## src/rtl/stage_ex.sv

```systemverilog
// stage_ex -- execute stage of the pipeline.
// Logic, shift and arithmetic operations resolve combinationally in the
// same cycle. Divide runs on a multi-cycle restoring divider that stalls
// the front of the pipe while it works.
// Optional feature macro: DIVIDER_EN. Without it, divide requests behave
// as nops and no divider hardware is built.
module stage_ex (
    input  logic        clock,
    input  logic        reset,
    input  logic [7:0]  ex_operator,
    input  logic [2:0]  ex_category,
    input  logic [31:0] ex_operand_a,
    input  logic [31:0] ex_operand_b,
    input  logic        ex_register_write_enable,
    input  logic [4:0]  ex_register_write_address,
    input  logic        flush,
    output logic        mem_register_write_enable,
    output logic [4:0]  mem_register_write_address,
    output logic [31:0] mem_register_write_data,
    output logic        mem_hilo_write_enable,
    output logic [31:0] mem_hi,
    output logic [31:0] mem_lo,
    output logic        stall_request
);

    logic        aluValid;
    logic [31:0] aluData;
    logic        inAluClass;
    logic        divStall;
    logic        divHiloWe;
    logic [31:0] divHi;
    logic [31:0] divLo;

    assign inAluClass = (ex_category == 3'd1) || (ex_category == 3'd2) ||
                        (ex_category == 3'd3);

    // Single-cycle ALU; aluValid marks a recognised operator so unknown
    // codes yield zero data and never write the register file.
    always_comb begin
        aluValid = 1'b0;
        aluData  = 32'd0;
        case (ex_category)
            3'd1: begin
                case (ex_operator)
                    8'h01: begin aluValid = 1'b1; aluData = ex_operand_a & ex_operand_b; end
                    8'h02: begin aluValid = 1'b1; aluData = ex_operand_a | ex_operand_b; end
                    8'h03: begin aluValid = 1'b1; aluData = ex_operand_a ^ ex_operand_b; end
                    8'h04: begin aluValid = 1'b1; aluData = ~(ex_operand_a | ex_operand_b); end
                    default: ;
                endcase
            end
            3'd2: begin
                case (ex_operator)
                    8'h10: begin aluValid = 1'b1; aluData = ex_operand_b << ex_operand_a[4:0]; end
                    8'h11: begin aluValid = 1'b1; aluData = ex_operand_b >> ex_operand_a[4:0]; end
                    8'h12: begin
                        aluValid = 1'b1;
                        aluData  = $signed(ex_operand_b) >>> ex_operand_a[4:0];
                    end
                    default: ;
                endcase
            end
            3'd3: begin
                case (ex_operator)
                    8'h20: begin aluValid = 1'b1; aluData = ex_operand_a + ex_operand_b; end
                    8'h21: begin aluValid = 1'b1; aluData = ex_operand_a - ex_operand_b; end
                    8'h22: begin
                        aluValid = 1'b1;
                        aluData  = {31'd0, ($signed(ex_operand_a) < $signed(ex_operand_b))};
                    end
                    8'h23: begin
                        aluValid = 1'b1;
                        aluData  = {31'd0, (ex_operand_a < ex_operand_b)};
                    end
                    default: ;
                endcase
            end
            default: ;
        endcase
    end

`ifdef DIVIDER_EN
    typedef enum logic [1:0] {IDLE, BUSY, DONE} divState_t;

    divState_t   divState_q;
    logic [5:0]  divCount_q;
    logic [31:0] quotient_q;
    logic [31:0] remainder_q;
    logic [31:0] divisor_q;
    logic        quoNeg_q;
    logic        remNeg_q;

    logic        divStart;
    logic        divSigned;
    logic        aNeg;
    logic        bNeg;
    logic [31:0] aMag;
    logic [31:0] bMag;
    logic [32:0] remShift;
    logic [33:0] trialDiff;
    logic [31:0] quotient_d;
    logic [31:0] remainder_d;

    assign divStart  = (ex_category == 3'd4) &&
                       ((ex_operator == 8'h30) || (ex_operator == 8'h31));
    assign divSigned = (ex_operator == 8'h30);
    assign aNeg      = divSigned & ex_operand_a[31];
    assign bNeg      = divSigned & ex_operand_b[31];
    assign aMag      = aNeg ? (~ex_operand_a + 32'd1) : ex_operand_a;
    assign bMag      = bNeg ? (~ex_operand_b + 32'd1) : ex_operand_b;

    // One restoring step: shift the next dividend bit into the partial
    // remainder and keep the subtraction only if it did not borrow.
    assign remShift    = {remainder_q, quotient_q[31]};
    assign trialDiff   = {1'b0, remShift} - {2'b00, divisor_q};
    assign remainder_d = trialDiff[33] ? remShift[31:0] : trialDiff[31:0];
    assign quotient_d  = {quotient_q[30:0], ~trialDiff[33]};

    // Divider FSM: the quotient register starts as the dividend magnitude
    // and is shifted out while quotient bits shift in; signs are applied
    // on the final step so DONE presents the finished result.
    always_ff @(posedge clock or negedge reset) begin
        if (!reset) begin
            divState_q  <= IDLE;
            divCount_q  <= 6'd0;
            quotient_q  <= 32'd0;
            remainder_q <= 32'd0;
            divisor_q   <= 32'd0;
            quoNeg_q    <= 1'b0;
            remNeg_q    <= 1'b0;
        end else if (flush) begin
            divState_q <= IDLE;
            divCount_q <= 6'd0;
        end else begin
            case (divState_q)
                IDLE: begin
                    if (divStart) begin
                        quoNeg_q   <= aNeg ^ bNeg;
                        remNeg_q   <= aNeg;
                        divCount_q <= 6'd0;
                        if (ex_operand_b == 32'd0) begin
                            quotient_q  <= 32'hFFFF_FFFF;
                            remainder_q <= ex_operand_a;
                            divState_q  <= DONE;
                        end else begin
                            quotient_q  <= aMag;
                            remainder_q <= 32'd0;
                            divisor_q   <= bMag;
                            divState_q  <= BUSY;
                        end
                    end
                end
                BUSY: begin
                    divCount_q <= divCount_q + 6'd1;
                    if (divCount_q == 6'd31) begin
                        quotient_q  <= quoNeg_q ? (~quotient_d + 32'd1) : quotient_d;
                        remainder_q <= remNeg_q ? (~remainder_d + 32'd1) : remainder_d;
                        divState_q  <= DONE;
                    end else begin
                        quotient_q  <= quotient_d;
                        remainder_q <= remainder_d;
                    end
                end
                DONE: begin
                    divState_q <= IDLE;
                    divCount_q <= 6'd0;
                end
                default: divState_q <= IDLE;
            endcase
        end
    end

    assign divStall  = reset & ~flush &
                       (((divState_q == IDLE) & divStart) | (divState_q == BUSY));
    assign divHiloWe = reset & ~flush & (divState_q == DONE);
    assign divHi     = (reset && divState_q == DONE) ? remainder_q : 32'd0;
    assign divLo     = (reset && divState_q == DONE) ? quotient_q  : 32'd0;
`else
    logic unusedClock;

    assign unusedClock = clock;
    assign divStall    = 1'b0;
    assign divHiloWe   = 1'b0;
    assign divHi       = 32'd0;
    assign divLo       = 32'd0;
`endif

    assign mem_register_write_enable  = reset & ~flush & ex_register_write_enable & aluValid;
    assign mem_register_write_address = (reset && inAluClass) ? ex_register_write_address : 5'd0;
    assign mem_register_write_data    = reset ? aluData : 32'd0;
    assign mem_hilo_write_enable      = divHiloWe;
    assign mem_hi                     = divHi;
    assign mem_lo                     = divLo;
    assign stall_request              = divStall;

endmodule
```

## config.mk

```make
export PLATFORM = sky130hd
export DESIGN_NAME = stage_ex
export DESIGN_NICKNAME = d
export VERILOG_FILES = /design/src/rtl/stage_ex.sv
export SDC_FILE = /design/constraint.sdc
export NUM_CORES = 1
export LEC_CHECK = 0
export BUFFER_PORTS_ARGS = -buffer_cell sky130_fd_sc_hd__buf_2
export CELL_PAD_IN_SITES_DETAIL_PLACEMENT = 0
export CELL_PAD_IN_SITES_GLOBAL_PLACEMENT = 1
export CORE_MARGIN = 2
export CORE_UTILIZATION = 38
export DETAILED_ROUTE_END_ITERATION = 7
export GPL_ROUTABILITY_DRIVEN = 1
export MAX_ROUTING_LAYER = met4
export PLACE_DENSITY = 0.88
export SETUP_SLACK_MARGIN = 0.2
export SLEW_MARGIN = 0
export SYNTH_ARGS = -nofsm -noshare
export SYNTH_HDL_FRONTEND = slang
export SYNTH_SLANG_ARGS = --single-unit
```

## constraint.sdc

```tcl
create_clock -name vclk -period 4.98
set_input_delay 0.747 -clock vclk [all_inputs]
set_output_delay 0.747 -clock vclk [all_outputs]
set_load 0.02 [all_outputs]
```

# Yosys cells after proc, flatten, opt, wreduce, memory -nomap -nowiden
# Index checks and enable logic that the tools add are counted.
[word_totals] word_cells=45 regBits=0 output_inout_bits=104
[op_classes] muxes=10 eq_ne=14 n_lt_le_gt_ge=2 reduce_logical=6 shifts=3 bitwise=8 n_addsub=2
[op_table] op="one-hot mux 32 bit (4 select lines)" count=2
[op_table] op="one-hot mux 32 bit (3 select lines)" count=2
[op_table] op="< comparator 32 bit" count=2
[op_table] op="adder 32 bit" count=1
[op_table] op="AND 32 bit" count=1
[op_table] op="equality test 8 x 6 -> 1 bit, second input constant" count=4
[op_table] op="2-to-1 mux 32 bit" count=1
[op_table] op="inverter 32 bit" count=1
[op_table] op="bitwise OR 32 bit" count=1
[op_table] op="left shift 32 x 5 -> 32 bit" count=1
[op_table] op="right shift 32 x 5 -> 32 bit" count=1
[op_table] op=">>> shifter 32 x 5 -> 32 bit" count=1
[op_table] op="subtractor 32 bit" count=1
[op_table] op="XOR 32 bit" count=1
[op_table] op="equality test 8 x 5 -> 1 bit, second input constant" count=3
[op_table] op="equality test 8 x 2 -> 1 bit, second input constant" count=2
[op_table] op="equality test 8 x 1 -> 1 bit, second input constant" count=1
[op_table] op="equality test 8 x 3 -> 1 bit, second input constant" count=1
[op_table] op="OR reduction 4 bit" count=2
[op_table] op="equality test 3 x 2 -> 1 bit, second input constant" count=2
[op_table] op="2-to-1 mux 5 bit" count=1
[op_table] op="AND 1 bit" count=3
[op_table] op="equality test 3 x 1 -> 1 bit, second input constant" count=1
[op_table] op="2-to-1 mux 1 bit" count=3
[op_table] op="5 further kinds" count=6

# Depth between registers and ports, before layout
[logic_depth] depth_word=5 ltp_mapped=16 depth_no_buf=14

# Least setup slack after synthesis
# Ideal clock, no wire load.
[synth_timing] path_type="input -> output" start="in ex_operand_a[2]" end="out mem_register_write_data[28]" path_stages=16 setup_slack_ps=-33 required_ps=4233 arrival_time_ps=4266 cell_sequence="inv_1 -> clkbuf_1 -> clkbuf_1 -> buf_2 -> ha_1 -> buf_4 -> a211oi_1 -> o21a_1 -> a2111o_1 -> o211ai_1 -> o311ai_0 -> o221ai_1 -> a21oi_1 -> xnor2_1 -> nand2_1 -> a31oi_1"
[synth_via] elab_chain_cells=4
[synth_lines] item="start: declaration" line_no="12" text="input logic [31:0] ex_operand_a,"
[synth_lines] item="subtractor 32 bit, or another cell as far along" line_no="66" text="8'h21: begin aluValid = 1'b1; aluData = ex_operand_a - ex_operand_b; end"
[synth_lines] item="one-hot mux 32 bit (4 select lines) / one-hot mux 32 bit (3 select lines) (equally long branches)" line_no="64, 53"
[synth_lines] item="one-hot mux 32 bit (3 select lines) *" line_no="42" text="case (ex_category)"
[synth_lines] item="2-to-1 mux 32 bit *" line_no="190" text="assign mem_register_write_data = reset ? aluData : 32'd0;"
[synth_lines] item="end: declaration" line_no="19" text="output logic [31:0] mem_register_write_data,"
# Mark *: on every way between the ends. The rest lies on a longest branch, timed or not.

# Worst setup path in the final report
[layout_timing] start="in ex_operand_a[0]" end="out mem_register_write_data[0]"
[layout_via] elab_chain_cells=5
[layout_lines] item="parallel branches: the longest is 3 deep, another holds subtractor 32 bit"
[layout_lines] item="one-hot mux 32 bit (3 select lines) *" line_no="42"
[layout_lines] item="2-to-1 mux 32 bit *" line_no="190"
# Every way passes the cells marked *.

==> impl_results.md <==
- Post-route cell area: between 10,000 and 15,000 sq um
- Initial DRT Pass Iterations: 6
- Worst-path fanout max: 6
- Wirelength per Cell: approximately 24 microns
- CP startpoint: ex_operand_a[0]
- Critical path type: in -> out
- Slew @ Worst Pin: 1.10 ns
- Reg area: 0 sq um
- Count leader, synth: nor2_1
- Pre-CTS setup slack: about 0.12 ns
- Input/output buffers: 121
- All-Layer GR Usage: 0.330
- Die area: about 27,000 sq um
- Max_slew headroom: 0.262
- DRC Markers: 0
- Placer Congestion: between 1 and 1.5
- Global-route wire length before repair: ~67,000 microns
- Setup ws final: 0.278 ns
- Leakage power total: 4.80 nW
- Sequential cell count: 0
- Post-layout minimum cycle time: 4.70 ns
- Multi-input gate area: between 8000 and 9000 sq um
- Via/cell ratio: 6.45
- Largest net degree at the start of global routing: between 70 and 80
- Post-DP Area: approximately 11,000 sq um
- VDD IR-drop max: 0.0927 mV
- Count of cell types in the netlist: 84
- Crit. End Element: primary output
- Synth cell count leaders: 205 x nor2_1, 174 x a21oi_1, 101 x inv_1
- Syn Area/Cell: approximately 6.8 sq um
- Area grow syn2layout: 13.7%
- Dominant cells by area after synthesis: ha_1 13%, mux4_2 11%, a21oi_1 9.0%
- Core Footprint: 25,100 sq um
- Top Ports: approximately 190
- CP Launch Type: primary input
- Vias in the first global route: 11,145
- Fin crit share: 0.944
- Routed via count: 12,141
- Hold Path Class: in -> out
- Site row count: 58
- Post-route ant nets: 0
- Fillers: about 2,700
- HPWL after DPL: between 30,000 and 40,000 microns
- Seq/Total Area, Yosys: 0
- Yosys top cell area share: 0.128
- Largest area contributor in the netlist: ha_1
- Final setup viols: 0
- Max-Cap Viols: 0
- Ys Warns: 0
- Max frequency: 213 MHz
- Post-synthesis cell count: approximately 1,400
- Data required, critical path: approximately 4.2 ns
- Slew Limit Fails: 0
- Die width: around 160 microns
- Final Power: approximately 1.1 mW
- Critical Path AT: slightly below 4 ns
- Mapped cell area: 9690 sq um
- Fin Setup TNS: 0 ns
- Initial Util: 0.386
- Status: complete, no violations
- Share of layout cells above drive strength 1: 0.218
- Fin Hold WS: ~1.8 ns
- Hold Vio Cnt, Final: 0
- PD cells: about 99 nW/um^2
- RSZ-0062 raised after global routing: no
- Die Ht: approximately 160 microns
- Iteration-0 DRC Markers: about 1,600
- Final Net Count: approximately 1,700
- Critical hold path startpoint: flush
- Initial antenna violation count: 1
- Post-Route WL: between 40,000 and 50,000 microns
- Hold-fix buffer count after cts: 0
- GR Overflow Total: 0
- Clock buffers: 0
## area by class of cell
type / count / area share
Multi-Input combinational cell: 1213 / 0.791
Inverter: 103 / 0.0353
Timing Repair Buffer: 235 / 0.136
Tap cell: 330 / 0.0375
Antenna cell: 1 / 0.000227
## final timing paths
kind  slack [ns]  cells after the start                    endpoint
max         0.28                     15  mem_register_write_data[0]
min         1.75                      3   mem_register_write_enable
## power by group
group,leakage (nW),internal (mW),switching [mW]
clock network,0.00000327,0.00000000000404,0
registers,0,0,0
logic,4.80,0.408,0.681
## cells in the final DEF (no fill, tap or decap), types with 5 or more instances in the layout
cell and count:
a211o_1 8, a211oi_1 19, a21o_1 11, a21oi_1 171
a221o_1 18, a221oi_1 37, a22oi_1 6, a31oi_1 15
and2_1 5, and3_1 8, buf_2 118, buf_4 113
conb_1 66, ha_1 98, inv_1 99, mux2i_1 43
mux4_2 48, nand2_1 79, nand2b_1 9, nand3_1 27
nand4_1 6, nor2_1 201, nor2b_1 6, nor3_1 33
nor3b_1 8, nor4_1 10, o211ai_1 21, o21a_1 8
o21ai_0 75, o21bai_1 14, o221ai_1 11, o22ai_1 18
o31ai_1 14, or2_2 6, or3_1 7, xnor2_1 12
## metrics by stage
step | utilization | std cells
after floorplan | - | 1491
after global placement | 0.432 | 1877
after detailed placement | 0.432 | 1877
after CTS | 0.436 | 1877
after global routing | 0.439 | 1882
final | 0.439 | 1882
## metal layers
layer,share of wire,up-vias,track usage
met4,0.072,0,0.187
met5,0,-,-
met2,0.43,894,0.490
met1,0.40,5635,0.433
met3,0.10,173,0.0384
li1,-,5439,-
## cell families after synthesis
kind of cell	share of synthesized area
xor gates and xnor gates	0.0117
buffers and inverters	0.143
other	0.000387
muxes	0.161
and+or+nand+nor	0.203
adders and majority gates	0.132
AOI/OAI and AO/OA	0.350
## critical path, stage by stage
cell and delay [ns]:
buf_6 0.12, inv_4 0.06, ha_4 0.13, inv_1 0.05, fa_2 0.33, nor3b_1 0.15, a211o_1 0.31, a211o_4 0.36
a21oi_4 0.21, o211ai_4 0.13, a311o_4 0.40, a41oi_4 0.31, o221ai_2 0.20, a31oi_2 0.22, buf_2 0.21
## repair_timing
action	4_1_cts	5_1_grt
resized for setup	16	12
setup buffers	0	4
pin swaps	8	12
hold endpoints to repair	0	0
setup endpoints to repair	4	11
(Power assumes the default switching activity.)
